**src/rtl/mux_ctrl_pkg.sv**
```systemverilog
// Shared types and constants for the basic_mux select controller.
package mux_ctrl_pkg;

  localparam int ADDR_W       = 5;
  localparam int MAX_PROJECTS = 32;

  typedef enum logic [1:0] {
    OFF   = 2'd0,
    GUARD = 2'd1,
    RESET = 2'd2,
    ON    = 2'd3
  } state_e;

endpackage

```
**src/rtl/sync_2ff.sv**
```systemverilog
// Two-flop synchronizer for a single asynchronous pad input.
module sync_2ff (
  input  logic clk,
  input  logic rst,
  input  logic d,
  output logic q
);

  logic meta_q;

  // Capture the pad level, then re-register it to settle metastability.
  always_ff @(posedge clk) begin
    if (rst) begin
      meta_q <= 1'b0;
      q      <= 1'b0;
    end else begin
      meta_q <= d;
      q      <= meta_q;
    end
  end

endmodule

```
**src/rtl/mux_ctrl.sv**
```systemverilog
// Select controller for basic_mux: keeps the project address and sequences
// a guard gap plus a reset window whenever the enable or address changes.
//
//   state | meaning
//   OFF   | project disabled, held in reset
//   GUARD | enable held low while the select settles
//   RESET | project enabled but still held in reset
//   ON    | project enabled and running
module mux_ctrl
  import mux_ctrl_pkg::*;
#(
  parameter int NUM_PROJECTS = 24,
  parameter int GUARD_CYCLES = 4,
  parameter int RST_CYCLES   = 8
) (
  input  logic              clk,
  input  logic              rst,
  input  logic              sel_rst_i,
  input  logic              sel_inc_i,
  input  logic              ena_i,
  output logic [ADDR_W-1:0] addr,
  output logic              ena,
  output logic              proj_rst,
  output logic              busy
);

  localparam int MAX_CNT = (GUARD_CYCLES > RST_CYCLES) ? GUARD_CYCLES : RST_CYCLES;
  localparam int CNT_W   = (MAX_CNT > 1) ? $clog2(MAX_CNT) : 1;

  localparam logic [ADDR_W-1:0] LAST_ADDR = ADDR_W'(NUM_PROJECTS - 1);
  localparam logic [CNT_W-1:0]  G_LOAD    = CNT_W'(GUARD_CYCLES - 1);
  localparam logic [CNT_W-1:0]  R_LOAD    = CNT_W'(RST_CYCLES - 1);

  if (NUM_PROJECTS < 1 || NUM_PROJECTS > MAX_PROJECTS) begin : g_bad_num_projects
    $error("mux_ctrl: NUM_PROJECTS must be 1..32");
  end
  if (GUARD_CYCLES < 1) begin : g_bad_guard
    $error("mux_ctrl: GUARD_CYCLES must be >= 1");
  end
  if (RST_CYCLES < 1) begin : g_bad_rst
    $error("mux_ctrl: RST_CYCLES must be >= 1");
  end

  logic sel_rst_s, sel_inc_s, ena_s;
  logic sel_inc_q;
  logic inc_evt, addr_chg;

  logic [ADDR_W-1:0] addr_q, addr_d;
  logic [CNT_W-1:0]  cnt_q, cnt_d;
  state_e            state_q, state_d;
  logic              ena_q, ena_d;
  logic              proj_rst_q, proj_rst_d;
  logic              busy_q, busy_d;

  sync_2ff u_sync_rst (.clk(clk), .rst(rst), .d(sel_rst_i), .q(sel_rst_s));
  sync_2ff u_sync_inc (.clk(clk), .rst(rst), .d(sel_inc_i), .q(sel_inc_s));
  sync_2ff u_sync_ena (.clk(clk), .rst(rst), .d(ena_i),     .q(ena_s));

  assign inc_evt  = sel_inc_s & ~sel_inc_q;
  assign addr_chg = inc_evt | (sel_rst_s & (addr_q != '0));

  // Address update: clear wins over increment; increment wraps at the last project.
  always_comb begin
    addr_d = addr_q;
    if (sel_rst_s) begin
      addr_d = '0;
    end else if (inc_evt) begin
      addr_d = (addr_q == LAST_ADDR) ? '0 : addr_q + 1'b1;
    end
  end

  // Next state, countdown and registered-output values.
  always_comb begin
    state_d = state_q;
    cnt_d   = cnt_q;
    if (state_q == OFF) begin
      if (ena_s & ~sel_rst_s) begin
        state_d = GUARD;
        cnt_d   = G_LOAD;
      end
    end else if (~ena_s | sel_rst_s) begin
      state_d = OFF;
      cnt_d   = '0;
    end else if (addr_chg) begin
      // A new address always restarts the guard gap, even mid-guard.
      state_d = GUARD;
      cnt_d   = G_LOAD;
    end else begin
      case (state_q)
        GUARD: begin
          if (cnt_q == '0) begin
            state_d = RESET;
            cnt_d   = R_LOAD;
          end else begin
            cnt_d = cnt_q - 1'b1;
          end
        end
        RESET: begin
          if (cnt_q == '0) begin
            state_d = ON;
          end else begin
            cnt_d = cnt_q - 1'b1;
          end
        end
        default: ;
      endcase
    end

    ena_d      = (state_d == RESET) || (state_d == ON);
    proj_rst_d = (state_d != ON);
    busy_d     = (state_d == GUARD) || (state_d == RESET);
  end

  // State, counter, address and glitch-free output registers.
  always_ff @(posedge clk) begin
    if (rst) begin
      state_q    <= OFF;
      cnt_q      <= '0;
      addr_q     <= '0;
      sel_inc_q  <= 1'b0;
      ena_q      <= 1'b0;
      proj_rst_q <= 1'b1;
      busy_q     <= 1'b0;
    end else begin
      state_q    <= state_d;
      cnt_q      <= cnt_d;
      addr_q     <= addr_d;
      sel_inc_q  <= sel_inc_s;
      ena_q      <= ena_d;
      proj_rst_q <= proj_rst_d;
      busy_q     <= busy_d;
    end
  end

  assign addr     = addr_q;
  assign ena      = ena_q;
  assign proj_rst = proj_rst_q;
  assign busy     = busy_q;

endmodule

```
**config.mk**
```make
export PLATFORM = sky130hd
export DESIGN_NAME = mux_ctrl
export DESIGN_NICKNAME = d
export VERILOG_FILES = /design/src/rtl/mux_ctrl_pkg.sv /design/src/rtl/sync_2ff.sv /design/src/rtl/mux_ctrl.sv
export SDC_FILE = /design/constraint.sdc
export NUM_CORES = 1
export LEC_CHECK = 0
export ABC_AREA = 1
export CORE_UTILIZATION = 50
export DETAILED_ROUTE_END_ITERATION = 12
export DONT_BUFFER_PORTS = 1
export HOLD_SLACK_MARGIN = 0.08
export PLACE_DENSITY_LB_ADDON = 0.12
export RECOVER_POWER = 100
export SETUP_SLACK_MARGIN = 0.2
export SYNTH_ARGS = -nofsm -noshare
export SYNTH_HDL_FRONTEND = slang
export SYNTH_SLANG_ARGS = --single-unit
```
**constraint.sdc**
```tcl
create_clock -name clk -period 1.74 [get_ports clk]
set_clock_uncertainty 0.15 [all_clocks]
set_input_delay 0.522 -clock clk [delete_from_list [all_inputs] [get_ports clk]]
set_output_delay 0.522 -clock clk [all_outputs]
set_load 0.01 [all_outputs]
```
==> results of run 1 <==
==> cell families (layout without fill, tap and decap cells) <==
logic type	count (synthesis)	count (layout)	share of synthesized area
fa+ha+maj	10	10	0.118
buf+inv	34	48	0.122
compound gates	17	17	0.0988
flops	20	20	0.376
simple gates	60	60	0.285
==> timing repair <==
action | CTS | global route
buffers inserted | 4 | 0
pin swaps | 1 | 6
resized for setup | 9 | 17
setup endpoints to repair | 3 | 6
==> power groups by stage <==
stage          Combinational [mW]  Clock (mW)  Sequential [mW]
2_1_floorplan              0.0857           0            0.496
3_3_place_gp                0.107           0            0.495
3_5_place_dp                0.109           0            0.496
4_1_cts                     0.118       0.388            0.486
5_1_grt                     0.153       0.408            0.490
6_report                    0.134       0.375            0.488
==> area by class of cell <==
class,count,area (sq um)
well taps,27,33.8
inverters,33,129
clock inverters,1,30.0
clock buffers,3,22.5
multi-input cells,87,604
fillers,174,667
repair buffers,11,86.3
flip-flops and latches,20,409
==> per-stage QoR <==
stage / util / TNS, ps
6_report: 0.664 / 0
2_1_floorplan: - / 0
3_3_place_gp: 0.584 / 0
3_5_place_dp: 0.584 / 0
4_1_cts: 0.633 / 0
5_1_grt: 0.664 / -34.5
==> routing by layer <==
layer	GRT usage	vias to the layer above	wire [um]
li1	-	463	-
met1	0.213	398	858
met2	0.322	5	1020
met3	0.0481	2	36
met4	0.0500	0	12
met5	0	-	0
==> worst register-to-register path, delay by kind of cell, from the launching register on <==
kind                     cells  cell delay (ps)
AO/OA/AOI/OAI                1              110
AND/OR/NAND/NOR              6              400
flip-flops                   1              370
buffers and inverters        3              130
adder cells (fa/ha/maj)      2              400
==> how the worst max path moves through the flow <==
stage	start	to	cells past startpoint	slack, ps
after CTS	addr[0]	busy	12	60
after global routing	addr[0]	busy	12	-30
final	addr[0]	busy	12	80
after floorplan	addr[0]	busy	12	80
after global placement	cnt_q[0]	busy	11	50
after detailed placement	cnt_q[0]	busy	11	20
==> cells in the final DEF, fill, tap and decap left out, types with 2 or more instances in the layout <==
cell type | synthesis | layout
a211oi_1 | 2 | 2
a21oi_1 | 7 | 4
a21oi_2 | 2 | 5
buf_4 | 0 | 10
clkbuf_4 | 0 | 3
dfxtp_1 | 20 | 15
dfxtp_2 | 0 | 4
ha_1 | 10 | 6
ha_2 | 0 | 2
ha_4 | 0 | 2
inv_1 | 28 | 21
inv_2 | 4 | 10
inv_4 | 1 | 2
nand2_1 | 24 | 19
nand2_2 | 1 | 6
nand2_4 | 2 | 2
nand3_1 | 8 | 6
nand3_2 | 0 | 2
nand4_1 | 5 | 5
nor2_1 | 15 | 14
nor2_4 | 2 | 3
o21ai_0 | 4 | 3
o21ai_1 | 1 | 2
==> results_dict.tcl, run 1 <==
set metrics [dict create \
    rsz0062_at_grt "true" \
    swShare 0.235 \
    hold_buffers 0 \
    antennaDiodeCount 0 \
    final_max_slew_viol_count 0 \
    hold_class "in2reg" \
    worst_slew_pin_slew_ps 266 \
    crit-reg2reg-capture "busy" \
    wl_per_cell_um 10.6 \
    cts_buffers 3 \
    antenna_found_initial 0 \
    holdPathStages 1 \
    arrival_ps 1720 \
    setup_viol 0 \
    area_delta_synth_final_pct 23.6 \
    syn_inst 141 \
    cts_buffer_depth 2 \
    initial_core_util 0.537 \
    syn_nets 156 \
    outcome "completed" \
    power.total_mw 0.997 \
    grt_pass1_vias 744 \
    synth_cell_types 22 \
    critPathKind "reg2reg" \
    core_sq_mm 0.00198 \
    reg2reg_depth 12 \
    dieWidth_um 48.1 \
    overflow 0 \
    place_area_sq_mm 0.00116 \
    final_cell_area_sq_mm 0.00132 \
    p_leak_nw 0.618 \
    dr.pass1.iters 3 \
    clk_pin_slew_ps 120 \
    cp_slowest_cell "dfxtp_4" \
    remaining_drc_errors 0 \
    synth_top_area_cell "dfxtp_1" \
    drive_above_1_share 0.368 \
    maxCapViolCount 0 \
    timing.final.ws_setup_ps 76.8 \
    io_pins 13 \
    whs_ps 108 \
    detail-route-antenna-nets 0 \
    syn_area_sq_mm 0.00106 \
    nets 171 \
    io_buffers 0 \
    synth_top_area_frac 0.376 \
    hold_path_end "cnt_q[0]" \
    p_clk_frac 0.376 \
    path_buf_inv 3 \
    async_flop_share 0 \
    rows 16 \
    ff2ff_setup_slack_ps 80 \
    vias 868 \
    finalHoldViolations 0 \
    grt_pass1_wl_mm 2.92 \
    ys.flop_type "dfxtp_1" \
    gp_congestion 0.820 \
    cts.sinks 20 \
    netSwitchingPower_mw 0.234 \
    die_area_sq_mm 0.00232 \
    synth_seq_cells 20 \
    critPathCaptureType "flop" \
    htreeDepth 1 \
    synth_area_leaders "dfxtp_1, ha_1, inv_1" \
    fmax_mhz 601 \
    cp.required_ps 1800 \
    irDropWorstVdd_uv 521 \
    period_share 0.956 \
    p_per_area_mw_per_mm2 758 \
    period_needed_ps 1660 \
    holdCritStartpoint "rst" \
    grt_start_max_net_pins 14 \
    avgSynthCellArea_sq_um 7.54 \
    drtIter0Drc 7 \
    place_inst 174 \
    viasPerCell 4.77 \
    synth_most_common_cell "inv_1" \
    clock_latency_ps 300 \
    synth-edff-count 0 \
    grt_usage 0.181 \
    cts_tree "built" \
    seq_area_frac_synth 0.376 \
    synth_common_cells "inv_1, nand2_1, dfxtp_1" \
    instances_no_fill 182 \
    regToRegStartpoint "addr[0]" \
    root_buffer "clkbuf_4" \
    crit_family "adder cells" \
    slew_headroom 0.822 \
    intPower_mw 0.763 \
    dpl_worst_slack_ps 16.8 \
    max_stage_delay_ps 370 \
    hpwl_mm 1.37 \
    worst_setup_path_start_kind "flop" \
    power_frac_comb 0.135 \
    ys.warnings.count 0 \
    power_frac_seq 0.489 \
    crit_chain "inv_4, ha_4, inv_2, nor2_1, nand2_1, nand2_4, nand2_2, o21ai_1, nand2_1, ha_1, inv_1, nor2_1" \
    routed_wl_mm 1.92 \
    worst-path-max-fanout 3 \
    die_h_um 48.1 \
    largest_reg_flops 5 \
]
Power figures use the tool's default switching activity.
==> run 2, diff against run 1 <==
CAP_MARGIN = 40   (was not set)
CTS_CLUSTER_DIAMETER = 150   (was not set)
==> results of run 2 <==
No change in the layout: final DEF, timing and power equal those of run 1.
==> run 3, diff against run 2 <==
SLEW_MARGIN = 15   (was not set)
clock period = 1.62 ns   (was 1.74 ns; I/O delays follow)
==> run 3 against run 2 <==
The run now ends with setup timing left. Routed wire length rose by 12%. First-iteration DRC count rose to 3.4 times the previous value. Die area did not move. Non-clock buffer count rose by 12. Via count rose by 6.6%. Largest cell class unchanged.
==> results_dict.tcl, run 3 (synthesis results as in run 1) <==
set metrics [dict create \
    viasPerCell 4.77 \
    critPathKind "reg2reg" \
    fmax_mhz 589 \
    holdCritStartpoint "rst" \
    max_stage_delay_ps 340 \
    power.total_mw 1.05 \
    grt_pass1_vias 859 \
    p_leak_nw 0.668 \
    die_h_um 48.1 \
    arrival_ps 1750 \
    place_inst 185 \
    rsz0062_at_grt "true" \
    clock_latency_ps 300 \
    hpwl_mm 1.45 \
    seq_area_sq_um 409 \
    timing.final.ws_setup_ps -78.8 \
    antennaDiodeCount 0 \
    overflow 0 \
    violations "setup timing" \
    io_buffers 0 \
    nets 183 \
    period_share 1.05 \
    drive_above_1_share 0.491 \
    grt_pass1_wl_mm 3.44 \
    largest_reg_flops 5 \
    regToRegStartpoint "cnt_q[1]" \
    area_delta_synth_final_pct 38.4 \
    post-route-util 0.742 \
    worst_path_most_repeated_cell "inv_2" \
    gp_congestion 0.762 \
    irDropWorstVdd_uv 621 \
    slew_headroom 0.813 \
    nFillCells 147 \
    cp.required_ps 1670 \
    antenna_found_initial 0 \
    layout_common_cells "inv_1, nand2_1, dfxtp_1, buf_4, inv_2" \
    remaining_drc_errors 0 \
    dieWidth_um 48.1 \
    die_area_sq_mm 0.00232 \
    root_buffer "clkbuf_4" \
    multiInputGateArea_sq_um 657 \
    hold_class "in2reg" \
    vias 925 \
    crit_chain "inv_2, ha_4, inv_2, nor2_4, nand2_1, nand2_1, a21oi_2, o22ai_2, ha_4, inv_2, nor2_2" \
    wl_per_cell_um 11.1 \
    worstSetupStartpoint "cnt_q[1]" \
    clk_pin_slew_ps 120 \
    worst_setup_path_start_kind "flop" \
    worst-path-max-fanout 3 \
    grt_usage 0.214 \
    finalHoldViolations 0 \
    cts_buffer_depth 2 \
    cts_buffers 3 \
    core_sq_mm 0.00198 \
    maxCapViolCount 0 \
    routed_wl_mm 2.15 \
    outcome "finished, violations left" \
    cts_tree "built" \
    grt_start_max_net_pins 14 \
    rows 16 \
    htreeDepth 1 \
    cts.sinks 20 \
    worst_slew_pin_slew_ps 280 \
    whs_ps 71.6 \
    cp_slowest_cell "dfxtp_2" \
    dpl_worst_slack_ps -96.3 \
    setup_viol 2 \
    drtIter0Drc 24 \
    dr.pass1.iters 4 \
    period_needed_ps 1700 \
    ff2ff_setup_slack_ps -80 \
    final_max_slew_viol_count 0 \
    initial_core_util 0.537 \
    final_common_cell "inv_1" \
    p_per_area_mw_per_mm2 713 \
    io_pins 13 \
    critPathCaptureType "flop" \
    detail-route-antenna-nets 0 \
    instances_no_fill 194 \
]
[run 3: cell types whose count changed in the layout (fill, tap and decap cells not counted), sizes merged]
cell | before | now
buf | 11 | 22
clkbuf | 3 | 5
bufinv | 1 | 0
[run 3: cell type report]
type,instances,area share
flip-flops and latches,20,0.278
multi-input cells,87,0.446
inverters,33,0.0876
clock buffers,4,0.0323
repair buffers,23,0.133
well taps,27,0.0230
[run 3: critical path, delay by kind of cell, from the launching register on]
kind / cells / cell delay (ps)
buffers and inverters: 3 / 150
flip-flops: 1 / 340
AND/OR/NAND/NOR: 4 / 290
AO/OA/AOI/OAI: 2 / 290
adder cells (fa/ha/maj): 2 / 380
[run 3: report_power, final]
| part | internal, mW | switching (mW) | total, mW | leakage (nW) |
|---|---|---|---|---|
| clock | 0.188 | 0.151 | 0.338 | 0.0261 |
| sequential | 0.510 | 0.0152 | 0.525 | 0.166 |
| combinational | 0.0888 | 0.0975 | 0.186 | 0.476 |
| total | 0.786 | 0.263 | 1.05 | 0.668 |
[run 3: final timing paths]
path | to | cells past startpoint
setup / recovery | busy | 11
setup reg to reg | busy | 11
hold reg to reg | u_sync_rst.q | 2
hold / removal | cnt_q[0] | 1
[run 3: timing repair]
item | in CTS | in global routing
gates resized for setup | 29 | 20
gates cloned | 0 | 0
setup endpoints to repair | 12 | 15
hold endpoints to repair | 3 | 4
setup buffers | 3 | 2
pin swaps | 12 | 17
[run 3: metrics by stage]
stage	cell area, sq um	TNS (ps)
3_3_place_gp	1260	-48.2
6_report	1470	-104
5_1_grt	1470	-615
2_1_floorplan	1100	-32.8
3_5_place_dp	1260	-148
4_1_cts	1410	-210
[run 3: metal layers]
layer	routed length, um	global-route usage	share of wire	up-vias
li1	-	-	-	487
met1	935	0.238	0.43	427
met2	1170	0.427	0.54	9
met3	29	0.0222	0.013	2
met4	13	0.0500	0.0060	0
met5	0	0	0	-
